File: config.mk
export PLATFORM = sky130hd
export DESIGN_NAME = cache_mem_arbiter_flat
export DESIGN_NICKNAME = d
export VERILOG_FILES = /design/src/rtl/cache_mem_arbiter_pkg.sv /design/src/rtl/cache_mem_arbiter_if.sv /design/src/rtl/cache_mem_arbiter_idfifo.sv /design/src/rtl/cache_mem_arbiter.sv /design/src/flat_wrapper.sv
export SDC_FILE = /design/constraint.sdc
export NUM_CORES = 1
export LEC_CHECK = 0
export CAP_MARGIN = 20
export CORE_AREA = 2 2 118 120
export DETAILED_ROUTE_END_ITERATION = 6
export DIE_AREA = 0 0 120 122
export SLEW_MARGIN = 20
export SYNTH_ARGS = -nofsm -noshare
export SYNTH_HDL_FRONTEND = slang
export SYNTH_SLANG_ARGS = --single-unit
File: constraint.sdc
create_clock -name clk -period 6 [get_ports clk]
set_input_delay 1.2 -clock clk [delete_from_list [all_inputs] [get_ports clk]]
set_output_delay 1.2 -clock clk [all_outputs]
set_load 0.01 [all_outputs]
File: src/rtl/cache_mem_arbiter_pkg.sv
// Shared definitions for the two-cache / one-memory arbiter: message layout,
// type encoding and arbiter FSM states.
package cache_mem_arbiter_pkg;

    localparam int REQ_W         = 65;
    localparam int RESP_W        = 33;
    localparam int REQ_TYPE_BIT  = 64;
    localparam int ADDR_MSB      = 63;
    localparam int ADDR_LSB      = 32;
    localparam int DATA_MSB      = 31;
    localparam int DATA_LSB      = 0;
    localparam int RESP_TYPE_BIT = 32;

    typedef enum logic {
        MSG_READ  = 1'b0,
        MSG_WRITE = 1'b1
    } msg_type_e;

    typedef enum logic {
        ST_IDLE  = 1'b0,
        ST_BURST = 1'b1
    } arb_state_e;

    function automatic logic [REQ_W-1:0] pack_req(input msg_type_e t,
                                                 input logic [31:0] addr,
                                                 input logic [31:0] data);
        return {t, addr, data};
    endfunction

endpackage

File: src/rtl/cache_mem_arbiter_if.sv
// Request/response valid-ready channel pair between a requester (master)
// and a responder (slave).
interface cache_mem_arbiter_if;
    import cache_mem_arbiter_pkg::*;

    logic              req_val;
    logic              req_rdy;
    logic [REQ_W-1:0]  req_msg;
    logic              resp_val;
    logic              resp_rdy;
    logic [RESP_W-1:0] resp_msg;

    modport master (
        output req_val, req_msg, resp_rdy,
        input  req_rdy, resp_val, resp_msg
    );

    modport slave (
        input  req_val, req_msg, resp_rdy,
        output req_rdy, resp_val, resp_msg
    );
endinterface

File: src/rtl/cache_mem_arbiter_idfifo.sv
// Small FIFO of 1-bit requester ids used to route in-order memory responses.
// A push into a full FIFO is refused even when a pop happens in the same cycle.
module cache_mem_arbiter_idfifo #(
    parameter int DEPTH = 4
) (
    input  logic clk,
    input  logic reset,
    input  logic push,
    input  logic pop,
    input  logic din,
    output logic dout,
    output logic full,
    output logic empty
);
    localparam int PW = (DEPTH > 1) ? $clog2(DEPTH) : 1;
    localparam int CW = $clog2(DEPTH + 1);
    localparam logic [PW-1:0] PTR_LAST = PW'(DEPTH - 1);
    localparam logic [CW-1:0] CNT_FULL = CW'(DEPTH);

    logic [DEPTH-1:0] ids_r;
    logic [PW-1:0]    wr_ptr_r;
    logic [PW-1:0]    rd_ptr_r;
    logic [CW-1:0]    count_r;
    logic             do_push_s;
    logic             do_pop_s;

    function automatic logic [PW-1:0] ptr_inc(input logic [PW-1:0] p);
        return (p == PTR_LAST) ? {PW{1'b0}} : p + PW'(1);
    endfunction

    // Status flags and qualified push/pop strobes.
    always_comb begin
        full      = (count_r == CNT_FULL);
        empty     = (count_r == {CW{1'b0}});
        dout      = ids_r[rd_ptr_r];
        do_push_s = push & ~full;
        do_pop_s  = pop & ~empty;
    end

    // Storage, pointers and occupancy.
    always_ff @(posedge clk or negedge reset) begin
        if (!reset) begin
            ids_r    <= {DEPTH{1'b0}};
            wr_ptr_r <= {PW{1'b0}};
            rd_ptr_r <= {PW{1'b0}};
            count_r  <= {CW{1'b0}};
        end else begin
            if (do_push_s) begin
                ids_r[wr_ptr_r] <= din;
                wr_ptr_r        <= ptr_inc(wr_ptr_r);
            end
            if (do_pop_s) begin
                rd_ptr_r <= ptr_inc(rd_ptr_r);
            end
            case ({do_push_s, do_pop_s})
                2'b10:   count_r <= count_r + CW'(1);
                2'b01:   count_r <= count_r - CW'(1);
                default: count_r <= count_r;
            endcase
        end
    end
endmodule

File: src/rtl/cache_mem_arbiter.sv
// Two-cache to one-memory arbiter: line-burst locked grants with alternating
// priority, combinational request/response paths, responses routed by id FIFO.
module cache_mem_arbiter
    import cache_mem_arbiter_pkg::*;
#(
    parameter int LINE_WORDS = 4,
    parameter int MAX_OUTST  = 4
) (
    input  logic                       clk,
    input  logic                       reset,
    cache_mem_arbiter_if.slave         c0,
    cache_mem_arbiter_if.slave         c1,
    cache_mem_arbiter_if.master        mem
);
    localparam int WCNT_W = $clog2(LINE_WORDS);
    localparam logic [WCNT_W-1:0] WCNT_ONE  = WCNT_W'(1);
    localparam logic [WCNT_W-1:0] WCNT_LAST = WCNT_W'(LINE_WORDS - 1);

    arb_state_e        state_r, state_s;
    logic              owner_r, owner_s;
    logic              prio_r, prio_s;
    logic [WCNT_W-1:0] wcnt_r, wcnt_s;

    logic fifo_full_s, fifo_empty_s, fifo_head_s;
    logic sel_s, sel_val_s, issue_rdy_s, req_fire_s;
    logic dest_rdy_s, resp_fire_s;

    // Request mux: in a burst only the owner passes; outputs forced low in reset.
    always_comb begin
        if (state_r == ST_BURST) begin
            sel_s = owner_r;
        end else if (c0.req_val && c1.req_val) begin
            sel_s = prio_r;
        end else begin
            sel_s = c1.req_val;
        end
        sel_val_s   = sel_s ? c1.req_val : c0.req_val;
        issue_rdy_s = reset & mem.req_rdy & ~fifo_full_s;
        mem.req_msg = sel_s ? c1.req_msg : c0.req_msg;
        mem.req_val = reset & sel_val_s & ~fifo_full_s;
        c0.req_rdy  = issue_rdy_s & ~sel_s;
        c1.req_rdy  = issue_rdy_s & sel_s;
        req_fire_s  = mem.req_val & mem.req_rdy;
    end

    // Response routing by FIFO head; unsolicited responses are neither forwarded nor taken.
    always_comb begin
        dest_rdy_s   = fifo_head_s ? c1.resp_rdy : c0.resp_rdy;
        mem.resp_rdy = reset & ~fifo_empty_s & dest_rdy_s;
        c0.resp_val  = reset & mem.resp_val & ~fifo_empty_s & ~fifo_head_s;
        c1.resp_val  = reset & mem.resp_val & ~fifo_empty_s & fifo_head_s;
        c0.resp_msg  = mem.resp_msg;
        c1.resp_msg  = mem.resp_msg;
        resp_fire_s  = mem.resp_val & mem.resp_rdy;
    end

    // Grant FSM next state: lock on first word, release and flip priority on the last.
    always_comb begin
        state_s = state_r;
        owner_s = owner_r;
        prio_s  = prio_r;
        wcnt_s  = wcnt_r;
        case (state_r)
            ST_IDLE: begin
                if (req_fire_s) begin
                    owner_s = sel_s;
                    wcnt_s  = WCNT_ONE;
                    state_s = ST_BURST;
                end else begin
                    state_s = ST_IDLE;
                end
            end
            ST_BURST: begin
                if (req_fire_s && (wcnt_r == WCNT_LAST)) begin
                    wcnt_s  = {WCNT_W{1'b0}};
                    prio_s  = ~owner_r;
                    state_s = ST_IDLE;
                end else if (req_fire_s) begin
                    wcnt_s = wcnt_r + WCNT_ONE;
                end else begin
                    wcnt_s = wcnt_r;
                end
            end
            default: state_s = ST_IDLE;
        endcase
    end

    // Grant FSM state registers.
    always_ff @(posedge clk or negedge reset) begin
        if (!reset) begin
            state_r <= ST_IDLE;
            owner_r <= 1'b0;
            prio_r  <= 1'b0;
            wcnt_r  <= {WCNT_W{1'b0}};
        end else begin
            state_r <= state_s;
            owner_r <= owner_s;
            prio_r  <= prio_s;
            wcnt_r  <= wcnt_s;
        end
    end

    cache_mem_arbiter_idfifo #(.DEPTH(MAX_OUTST)) u_idfifo (
        .clk   (clk),
        .reset (reset),
        .push  (req_fire_s),
        .pop   (resp_fire_s),
        .din   (sel_s),
        .dout  (fifo_head_s),
        .full  (fifo_full_s),
        .empty (fifo_empty_s)
    );
endmodule

File: src/flat_wrapper.sv
// flat-port wrapper written by rule: the top's interface ports become plain ports
module cache_mem_arbiter_flat import cache_mem_arbiter_pkg::*;
#(
    parameter int LINE_WORDS = 4,
    parameter int MAX_OUTST  = 4
)
  (clk, reset, c0_req_val, c0_req_msg, c0_resp_rdy, c0_req_rdy, c0_resp_val, c0_resp_msg, c1_req_val, c1_req_msg, c1_resp_rdy, c1_req_rdy, c1_resp_val, c1_resp_msg, mem_req_val, mem_req_msg, mem_resp_rdy, mem_req_rdy, mem_resp_val, mem_resp_msg);
  cache_mem_arbiter_if c0_i ();
  cache_mem_arbiter_if c1_i ();
  cache_mem_arbiter_if mem_i ();
  input  logic clk;
  input  logic reset;
  input wire logic [$bits(c0_i.req_val)-1:0] c0_req_val;
  input wire logic [$bits(c0_i.req_msg)-1:0] c0_req_msg;
  input wire logic [$bits(c0_i.resp_rdy)-1:0] c0_resp_rdy;
  output wire logic [$bits(c0_i.req_rdy)-1:0] c0_req_rdy;
  output wire logic [$bits(c0_i.resp_val)-1:0] c0_resp_val;
  output wire logic [$bits(c0_i.resp_msg)-1:0] c0_resp_msg;
  input wire logic [$bits(c1_i.req_val)-1:0] c1_req_val;
  input wire logic [$bits(c1_i.req_msg)-1:0] c1_req_msg;
  input wire logic [$bits(c1_i.resp_rdy)-1:0] c1_resp_rdy;
  output wire logic [$bits(c1_i.req_rdy)-1:0] c1_req_rdy;
  output wire logic [$bits(c1_i.resp_val)-1:0] c1_resp_val;
  output wire logic [$bits(c1_i.resp_msg)-1:0] c1_resp_msg;
  output wire logic [$bits(mem_i.req_val)-1:0] mem_req_val;
  output wire logic [$bits(mem_i.req_msg)-1:0] mem_req_msg;
  output wire logic [$bits(mem_i.resp_rdy)-1:0] mem_resp_rdy;
  input wire logic [$bits(mem_i.req_rdy)-1:0] mem_req_rdy;
  input wire logic [$bits(mem_i.resp_val)-1:0] mem_resp_val;
  input wire logic [$bits(mem_i.resp_msg)-1:0] mem_resp_msg;
  assign c0_i.req_val = c0_req_val;
  assign c0_i.req_msg = c0_req_msg;
  assign c0_i.resp_rdy = c0_resp_rdy;
  assign c0_req_rdy = c0_i.req_rdy;
  assign c0_resp_val = c0_i.resp_val;
  assign c0_resp_msg = c0_i.resp_msg;
  assign c1_i.req_val = c1_req_val;
  assign c1_i.req_msg = c1_req_msg;
  assign c1_i.resp_rdy = c1_resp_rdy;
  assign c1_req_rdy = c1_i.req_rdy;
  assign c1_resp_val = c1_i.resp_val;
  assign c1_resp_msg = c1_i.resp_msg;
  assign mem_req_val = mem_i.req_val;
  assign mem_req_msg = mem_i.req_msg;
  assign mem_resp_rdy = mem_i.resp_rdy;
  assign mem_i.req_rdy = mem_req_rdy;
  assign mem_i.resp_val = mem_resp_val;
  assign mem_i.resp_msg = mem_resp_msg;
  cache_mem_arbiter #(.LINE_WORDS(LINE_WORDS), .MAX_OUTST(MAX_OUTST)) u_core (.clk(clk), .reset(reset), .c0(c0_i), .c1(c1_i), .mem(mem_i));
endmodule
==> flow_metrics.env, run 1 <==
export IMPL_io_buffers=208
export IMPL_synth_seq_cells=16
export IMPL_final_period_demand_of_the_worst_path_ns=4.63
export IMPL_syn2layout_area_growth_pct=85.9
export IMPL_number_of_setup_violations_in_the_final_report=0
export IMPL_clockBufferDepth=2
export IMPL_outcome="complete, no violations"
export IMPL_post_synth_top_area_fraction_pct=36.8
export IMPL_h_tree_lvls=1
export IMPL_die_height_um=122
export IMPL_drive_gt1_share_pct=23.3
export IMPL_placedInstanceArea_um2=4000
export IMPL_synth_fp_nets=400
export IMPL_drv_max_cap_violation_count=0
export IMPL_hp_class="reg2reg"
export IMPL_avgViaCountPerCell=3.84
export IMPL_n_antenna_cell=0
export IMPL_netlist_top_cells_count="sky130_fd_sc_hd__mux2_2, sky130_fd_sc_hd__buf_4, sky130_fd_sc_hd__dfrtp_1"
export IMPL_crit_required_ns=4.80
export IMPL_worst_slew_pin_transition_ns=0.576
export IMPL_post_route_cell_area_um2=4090
export IMPL_ys_top_cells_by_area="sky130_fd_sc_hd__mux2_2, sky130_fd_sc_hd__buf_4, sky130_fd_sc_hd__dfrtp_1"
export IMPL_wl_per_cell_um=16.4
export IMPL_design_core_area_um2=13500
export IMPL_global_route_usage_total_pct=10.7
export IMPL_cts_root_buf="sky130_fd_sc_hd__clkbuf_16"
export IMPL_yosysWarnings=0
export IMPL_grt_antenna_before_repair=0
export IMPL_final_setup_tns_ns=0
export IMPL_maxSlewViolCount=0
export IMPL_critical_path_top_cell_by_count="sky130_fd_sc_hd__clkdlybuf4s50_1"
export IMPL_critical_path_arrival_ns=3.43
export IMPL_cp_slowest_cell="sky130_fd_sc_hd__buf_4"
export IMPL_cpLargestDelayFamily="buffers and inverters"
export IMPL_tritoncts="yes"
export IMPL_first_pass_iters=2
export IMPL_path_max_fanout=47
export IMPL_ratio_of_final_minimum_period_to_clock_period_pct=77.2
export IMPL_maximum_number_of_pins_on_one_net_before_global_route_repair=48
export IMPL_die_area_um2=14600
export IMPL_row_count=43
export IMPL_initial_core_util_pct=16.3
export IMPL_grt_pass1_vias=2139
export IMPL_cts_resized=0
export IMPL_first_pass_grt_wire_length_um=11900
export IMPL_rsz0062_at_grt="no"
export IMPL_yosysMostFrequentCell="sky130_fd_sc_hd__mux2_2"
export IMPL_start_kind="input port"
export IMPL_num_nets_final=541
export IMPL_hold_buffers=0
export IMPL_max_slew_headroom_at_the_worst_pin_pct=61.6
export IMPL_totalWireLength_um=8850
export IMPL_syn_cell_area_um2=2200
export IMPL_finalClockSkew_ns=0.00152
export IMPL_synth_edf_count=0
export IMPL_power_density_nw_per_um2=376
export IMPL_postLayoutCoreUtil_pct=30.3
export IMPL_cp_buffers_inverters=4
export IMPL_floorplan_die_width_um=120
export IMPL_ir_drop_v=0.000195
export IMPL_finalHoldViolations=0
export IMPL_ys_seq_area_share_pct=18.2
export IMPL_synth_top_flop_cell="sky130_fd_sc_hd__dfrtp_1"
export IMPL_post_detail_place_hpwl_um=7770
export IMPL_timing_setup_critical_path_class="in2out"
export IMPL_cts_sinks=16
export IMPL_clock_latency_ns=0.24
export IMPL_vias=2079
export IMPL_synth_top_cell_by_area="sky130_fd_sc_hd__mux2_2"
export IMPL_cells_traversed_along_the_worst_timing_path="clkdlybuf4s50_1 -> inv_1 -> o21ai_1 -> o21ai_4 -> buf_4 -> mux2_2 -> clkdlybuf4s50_1"
export IMPL_synthesis_area_per_instance_um2=9.96
export IMPL_drtAntennaViolNets=0
export IMPL_timing_critical_path_slowest_cell_delay_ns=0.49
export IMPL_stdcell_count=541
export IMPL_iter_0_drt_violations=35
export IMPL_boundaryPins=308
export IMPL_async_reset_ff_share_pct=100
export IMPL_tritoncts_num_buffers=3
export IMPL_place_inst=537
export IMPL_grt_overflow_total=0
export IMPL_worst_setup_hold_path_clk_slew_ns=0.05
export IMPL_post_route_drc_count=0
export IMPL_gpl_final_weighted_congestion=0.684
export IMPL_leakagePower_nw=1.56
export IMPL_postCtsSetupBuffers=0
export IMPL_max_freq_mhz=216
export IMPL_worstSetupEndpointType="output pin"
export IMPL_syn_inst=221
export IMPL_synth_cell_type_count=28
per-layer routing:
metal / GRT usage [%] / part of all wire, % / vias up
li1: - / - / 976
met1: 10.3 / 31 / 938
met2: 20.6 / 54 / 149
met3: 5.43 / 14 / 16
met4: 1.69 / 1.2 / 0
met5: 0 / 0 / -
sequential cells by signal, summed over array words and instances, names as in the netlist:
register,count
u_core.u_idfifo.count_r,3
u_core.state_r,1
u_core.u_idfifo.wr_ptr_r,2
u_core.prio_r,1
u_core.u_idfifo.ids_r,4
u_core.owner_r,1
u_core.wcnt_r,2
u_core.u_idfifo.rd_ptr_r,2
cells by family (layout without fill, tap and decap cells):
kind of cell             after synthesis  in the layout  synth area share (%)
AO/OA/AOI/OAI                         11             11                  4.72
multiplexers                          79             79                  40.7
AND/OR/NAND/NOR                       20             20                  4.26
buffers and inverters                 84            224                  26.0
adder cells (fa/ha/maj)                8              8                  4.89
flip-flops                            16             16                  18.2
XOR/XNOR                               3              3                  1.19
cell type report:
cell class	count	area (µm²)
timing repair buffer	211	2100
tap	180	225
clock buffer	4	88.8
inverter	9	33.8
fill	1421	9410
sequential	16	400
multi-input combinational	121	1240
worst reg2reg max path, delay by kind of cell, from the launching register on:
family / cells / cell delay, ns
mux: 2 / 0.73
flops: 1 / 0.40
xor+xnor: 2 / 0.27
buf+inv: 1 / 0.06
simple gates: 2 / 0.36
fa+ha+maj: 2 / 0.62
placed cells by master, fill, tap and decap left out, drive strengths merged, types with 3 or more instances in the layout:
| cell | n |
|---|---|
| buf | 3 |
| clkbuf | 4 |
| clkdlybuf4s50 | 208 |
| dfrtp | 16 |
| ha | 7 |
| inv | 9 |
| mux2 | 74 |
| mux2i | 4 |
| nand2 | 3 |
| nand3 | 5 |
| nor2 | 7 |
| o21ai | 3 |
through the flow:
| step | setup WS (ns) | power, mW | hold WS (ns) |
|---|---|---|---|
| 2_1_floorplan | 2.56 | 0.876 | 0.467 |
| 3_3_place_gp | 1.37 | 1.40 | 0.476 |
| 3_5_place_dp | 1.36 | 1.41 | 0.484 |
| 4_1_cts | 1.36 | 1.57 | 0.495 |
| 5_1_grt | 1.24 | 1.65 | 0.508 |
| 6_report | 1.37 | 1.54 | 0.491 |
final timing paths:
check                                                 start                           to  slack, ns  cells after the start
max in group asynchronous                             reset  u_core.u_idfifo.wr_ptr_r[1]       4.49                      2
worst max-delay path                             c0_req_val              mem_req_msg[25]       1.37                      7
worst min register to register             u_core.wcnt_r[1]             u_core.wcnt_r[1]       0.49                      1
worst min-delay path                       u_core.wcnt_r[1]             u_core.wcnt_r[1]       0.49                      1
min in group asynchronous                             reset   u_core.u_idfifo.count_r[0]       1.30                      2
worst max register to register  u_core.u_idfifo.rd_ptr_r[0]   u_core.u_idfifo.count_r[2]       3.48                      9
power breakdown:
part | leakage, nW | internal, mW | switching, mW
clock | 0.0442 | 0.101 | 0.0414
sequential | 0.193 | 0.156 | 0.0559
combinational | 1.32 | 0.716 | 0.469
total | 1.56 | 0.974 | 0.566
No activity file was read; power rests on OpenSTA's default activity.
==> run 2, diff against run 1 <==
Settings changed: CORE_AREA 2 2 118 120 to 2 2 119 121, DIE_AREA 0 0 120 122 to 0 0 121 123.
Clock period 6 ns to 4.7 ns, I/O delays scaled along.
==> flow_metrics.env, run 2 (synthesized netlist as in run 1, its figures left out) <==
export IMPL_hold_buffers=0
export IMPL_grt_antenna_before_repair=0
export IMPL_maximum_number_of_pins_on_one_net_before_global_route_repair=34
export IMPL_final_hold_slack_ns=0.495
export IMPL_clock_latency_ns=0.25
export IMPL_syn2layout_area_growth_pct=87.7
export IMPL_post_route_cell_area_um2=4130
export IMPL_timing_setup_critical_path_class="in2out"
export IMPL_cts_root_buf="sky130_fd_sc_hd__clkbuf_16"
export IMPL_hp_class="reg2reg"
export IMPL_routed_wl_met3_um=893
export IMPL_row_count=43
export IMPL_vias=2102
export IMPL_worstSetupEndpointType="output pin"
export IMPL_max_freq_mhz=246
export IMPL_gpl_final_weighted_congestion=0.662
export IMPL_rsz0062_at_grt="no"
export IMPL_layout_cells_most_common_list="sky130_fd_sc_hd__clkdlybuf4s50_1, sky130_fd_sc_hd__mux2_2, sky130_fd_sc_hd__dfrtp_1"
export IMPL_h_tree_lvls=1
export IMPL_final_period_demand_of_the_worst_path_ns=4.06
export IMPL_post_detail_place_hpwl_um=7810
export IMPL_power_density_nw_per_um2=486
export IMPL_drtAntennaViolNets=0
export IMPL_drv_max_cap_violation_count=0
export IMPL_cts_resized=0
export IMPL_placedInstanceArea_um2=4040
export IMPL_totalWireLength_um=8820
export IMPL_die_area_um2=14900
export IMPL_die_height_um=123
export IMPL_postLayoutCoreUtil_pct=30.4
export IMPL_topRoutingLayerUsed="met4"
export IMPL_reg_largest_list="u_core.u_idfifo.ids_r x4, u_core.u_idfifo.count_r x3"
export IMPL_switching_share_pct=36.1
export IMPL_clkPwrFrac_pct=9.1
export IMPL_start_kind="input port"
export IMPL_global_route_usage_total_pct=10.4
export IMPL_crit_required_ns=3.76
export IMPL_power_internal_mw=1.28
export IMPL_floorplan_die_width_um=121
export IMPL_critical_path_arrival_ns=3.12
export IMPL_outcome="complete, no violations"
export IMPL_worst_setup_hold_path_clk_slew_ns=0.05
export IMPL_timing_reg2reg_setup_slack_ns=2.18
export IMPL_max_ffs_per_register=4
export IMPL_path_max_fanout=28
export IMPL_iter_0_drt_violations=31
export IMPL_clockBufferDepth=2
export IMPL_boundaryPins=308
export IMPL_drive_gt1_share_pct=23.7
export IMPL_wl_per_cell_um=16.2
export IMPL_tritoncts="yes"
export IMPL_final_setup_tns_ns=0
export IMPL_maxSlewViolCount=0
export IMPL_share_seq_of_total_power_pct=13.6
export IMPL_grt_pass1_vias=2294
export IMPL_postCtsSetupBuffers=0
export IMPL_drt_met1_wl_um=2910
export IMPL_worst_slew_pin_transition_ns=0.429
export IMPL_first_pass_grt_wire_length_um=11900
export IMPL_ir_drop_v=0.000187
export IMPL_first_pass_iters=3
export IMPL_ratio_of_final_minimum_period_to_clock_period_pct=86.5
export IMPL_num_nets_final=543
export IMPL_io_buffers=208
export IMPL_avgViaCountPerCell=3.87
export IMPL_finalHoldViolations=0
export IMPL_detailroute_wirelength_met2_um=4940
export IMPL_finalClockSkew_ns=0.00306
export IMPL_grt_overflow_total=0
export IMPL_cts_sinks=16
export IMPL_max_flop_register="u_core.u_idfifo.ids_r"
export IMPL_total_power_mw=2.01
export IMPL_comb_power_share_pct=77.3
export IMPL_netSwitchingPower_uw=724
export IMPL_n_antenna_cell=0
export IMPL_design_core_area_um2=13600
export IMPL_max_slew_headroom_at_the_worst_pin_pct=71.3
export IMPL_tritoncts_num_buffers=3
export IMPL_leakagePower_nw=1.58
export IMPL_post_route_drc_count=0
export IMPL_layout_cells_most_common="sky130_fd_sc_hd__clkdlybuf4s50_1"
export IMPL_initial_core_util_pct=16.2
export IMPL_number_of_setup_violations_in_the_final_report=0
[run 2: path summary, 6_finish.rpt]
kind	from	to	depth (start not counted)
max in group asynchronous	reset	u_core.u_idfifo.wr_ptr_r[1]	2
worst min-delay path	u_core.wcnt_r[1]	u_core.wcnt_r[1]	1
min in group asynchronous	reset	u_core.wcnt_r[1]	2
worst min register to register	u_core.wcnt_r[1]	u_core.wcnt_r[1]	1
worst max register to register	u_core.u_idfifo.rd_ptr_r[0]	u_core.u_idfifo.count_r[2]	9
worst max-delay path	c0_req_val	mem_req_msg[61]	7
[run 2: through the flow]
step | worst slack, ns | instances
finish | 0.636 | 543
global route | 0.536 | 543
detailed placement | 0.589 | 539
CTS | 0.588 | 543
floorplan | 1.78 | 221
global placement | 0.601 | 539
[run 2: layout make-up]
cell class                 instances  area [µm²]
fill                            1423        9480
timing repair buffer             213        2140
multi-input combinational        121        1240
sequential                        16         400
tap                              180         225
clock buffer                       4        88.8
inverter                           9        33.8
[run 2: worst max-delay path, cell delays in order]
cell and delay, ns:
sky130_fd_sc_hd__clkdlybuf4s50_1 0.46, sky130_fd_sc_hd__inv_1 0.07, sky130_fd_sc_hd__o21ai_1 0.12, sky130_fd_sc_hd__o21ai_4 0.38, sky130_fd_sc_hd__buf_12 0.25, sky130_fd_sc_hd__mux2_2 0.38
sky130_fd_sc_hd__clkdlybuf4s50_1 0.51
[run 2: routing by layer]
layer	vias to the layer above	track usage [%]
met2	180	21.9
li1	977	-
met5	-	0
met1	936	10.4
met4	0	1.53
met3	9	2.49
[run 2: power by group through the flow]
stage / clock, mW / sequential (mW) / combinational [mW]
final: 0.183 / 0.274 / 1.55
after global routing: 0.192 / 0.284 / 1.66
after CTS: 0.187 / 0.274 / 1.58
after detailed placement: 0 / 0.276 / 1.57
after global placement: 0 / 0.269 / 1.55
after floorplan: 0 / 0.248 / 0.870
==> patch, RTL diff (config.mk and constraints of run 1) <==
`MAX_OUTST` is set to 4 in 2 places; all go to 8.
--- a/src/rtl/cache_mem_arbiter.sv
+++ b/src/rtl/cache_mem_arbiter.sv
@@ -4,7 +4,7 @@
     import cache_mem_arbiter_pkg::*;
 #(
     parameter int LINE_WORDS = 4,
-    parameter int MAX_OUTST  = 4
+    parameter int MAX_OUTST  = 8
 ) (
     input  logic                       clk,
     input  logic                       reset,
--- a/src/flat_wrapper.sv
+++ b/src/flat_wrapper.sv
@@ -2,7 +2,7 @@
 module cache_mem_arbiter_flat import cache_mem_arbiter_pkg::*;
 #(
     parameter int LINE_WORDS = 4,
-    parameter int MAX_OUTST  = 4
+    parameter int MAX_OUTST  = 8
 )
   (clk, reset, c0_req_val, c0_req_msg, c0_resp_rdy, c0_req_rdy, c0_resp_val, c0_resp_msg, c1_req_val, c1_req_msg, c1_resp_rdy, c1_req_rdy, c1_resp_val, c1_resp_msg, mem_req_val, mem_req_msg, mem_resp_rdy, mem_req_rdy, mem_resp_val, mem_resp_msg);
   cache_mem_arbiter_if c0_i ();
Check against the original RTL: not equivalent (a bounded check fails within 10 cycles, from zero or initial values and one cycle with reset low).
==> patch against run 1 <==
- clock skew about the same
- power increased by 7.8%
- first-iteration DRC count rose by 110%
- worst setup slack worse by 0.16 ns
- cell count is 5.7% higher
- synthesized area up 16%
- via count up 10%
- routed wire length grew 17%
- critical endpoint is now mem_req_msg[46]
- sequential cell count is 7 higher
- synthesized cell count increased by 15%
- final area rose by 8.5%
==> patch: results (changes against run 1) <==
| Metric | Value |
|---|---|
| Worst Max-Slew Pin Slew | `0.5633 ns (was 0.5764 ns)` |
| Highest Signal Layer | `met4 (unchanged)` |
| Routability cong. | `0.7890 (was 0.6839)` |
| Worst EP arrival | `3.60 ns (was 3.43 ns)` |
| Clock skew | `0.001400 ns (was 0.001522 ns)` |
| Cells after Synth | `255 (was 221)` |
| Dpl hpwl | `9097 µm (was 7773 µm)` |
| Iter 0 DRT Violations | `72 (was 35)` |
| First-pass GRT wire length | `13,830 µm (was 11,910 µm)` |
| Biggest regs | `u_core.u_idfifo.ids_r (8), u_core.u_idfifo.count_r (4) (was u_core.u_idfifo.ids_r (4), u_core.u_idfifo.count_r (3))` |
| Metal1 wirelength | `3334 µm (was 2773 µm)` |
| Met2 wire length | `4649 µm (was 4746 µm)` |
| Clk Latency, worst-skew pair | `0.25 ns` |
| Vias in the first global route | `2,290 (was 2,139)` |
| Ys async rst share | `1.000 (unchanged)` |
| I/O Buffers | `208 (unchanged)` |
| Outcome | `completed (unchanged)` |
| Drt first pass iters | `4 (was 2)` |
| CTS Buf Count | `3 (unchanged)` |
| Ant. Diodes | `0 (unchanged)` |
| Met3 Use GR | `0.1227 (was 0.05431)` |
| GR Util met2 | `0.1967 (was 0.2056)` |
| Syn nets | `435 (was 400)` |
| Worst vdd ir | `0.1675 mV (was 0.1945 mV)` |
| Sequential-to-total area share from yosys stat | `0.2252 (was 0.1819)` |
| Root Buffer | `clkbuf_16 (unchanged)` |
| GR met1 Demand/Resource | `0.1239 (was 0.1030)` |
| Top cells by area, synth | `mux2_2, dfrtp_1, buf_4 (was mux2_2, buf_4, dfrtp_1)` |
| Longest Clk Path Bufs | `2 (unchanged)` |
| Share of cells above drive strength 1 | `0.2143 (was 0.2327)` |
| Clock H-tree levels | `1 (unchanged)` |
| Clock Pin Slew Worst Setup and Hold Paths | `about 0.06 ns` |
| Max Fanout on Critical Path | `18 (was 47)` |
| Avg WL per Cell | `18.13 µm (was 16.35 µm)` |
| Leak | `1.746 nW (was 1.561 nW)` |
| Final WL | `10,370 µm (was 8847 µm)` |
| Top cells by count, synth | `mux2_2, buf_4, dfrtp_1 (unchanged)` |
| Post-layout net count | `573 (was 541)` |
| Worst slack, placed | `1.148 ns (was 1.359 ns)` |
| Library cells used by synthesis | `34 (was 28)` |
| Maximum number of pins on one net before global-route repair | `43 (was 48)` |
| Post-DR vias/cell | `4.007 (was 3.843)` |
| Total GRT Usage | `0.1270 (was 0.1068)` |
| Hold Path Class | `reg -> reg (unchanged)` |
| Routed wl met3 | `2305 µm (was 1219 µm)` |
| Area after DPL | `0.004362 mm² (was 0.004003 mm²)` |
[patch: cells by family after synthesis]
| family | after synthesis | share of synthesized area |
|---|---|---|
| flip-flops | 23 | 0.2252 |
| buffers and inverters | 85 | 0.2261 |
| adder cells (fa/ha/maj) | 9 | 0.04699 |
| multiplexers | 83 | 0.3764 |
| XOR/XNOR | 4 | 0.01371 |
| AO/OA/AOI/OAI | 12 | 0.03034 |
| AND/OR/NAND/NOR | 39 | 0.08126 |
[patch: path summary, 6_finish.rpt]
kind | cells past startpoint | slack [ns] | end | start
setup / recovery | 7 | 1.20 | mem_req_msg[46] | c0_req_val
hold / removal | 2 | 0.48 | u_core.wcnt_r[1] | u_core.wcnt_r[1]
setup reg to reg | 11 | 2.96 | u_core.u_idfifo.count_r[3] | u_core.u_idfifo.rd_ptr_r[0]
hold reg to reg | 2 | 0.48 | u_core.wcnt_r[1] | u_core.wcnt_r[1]
max in group asynchronous | 2 | 4.08 | u_core.u_idfifo.rd_ptr_r[1] | reset
min in group asynchronous | 1 | 1.31 | u_core.u_idfifo.count_r[1] | reset
[patch: worst max-delay path, stage by stage]
cell and delay, ns:
clkdlybuf4s50_1 0.44, inv_1 0.08, o21ai_0 0.18, o21ai_4 0.47, buf_4 0.35, mux2_2 0.37
clkdlybuf4s50_1 0.49
[patch: cell type report]
| type | instances | area [µm²] |
|---|---|---|
| fill | 1363 | 9064 |
| timing repair buffer | 212 | 2125 |
| multi-input combinational | 147 | 1414 |
| sequential | 23 | 575.6 |
| tap | 180 | 225.2 |
| clock buffer | 4 | 78.83 |
| inverter | 6 | 22.52 |
[patch: power by group]
part | internal, mW | total (mW) | switching [mW]
logic | 0.748 | 1.21 | 0.464
registers | 0.224 | 0.304 | 0.0798
clock network | 0.0906 | 0.144 | 0.0529
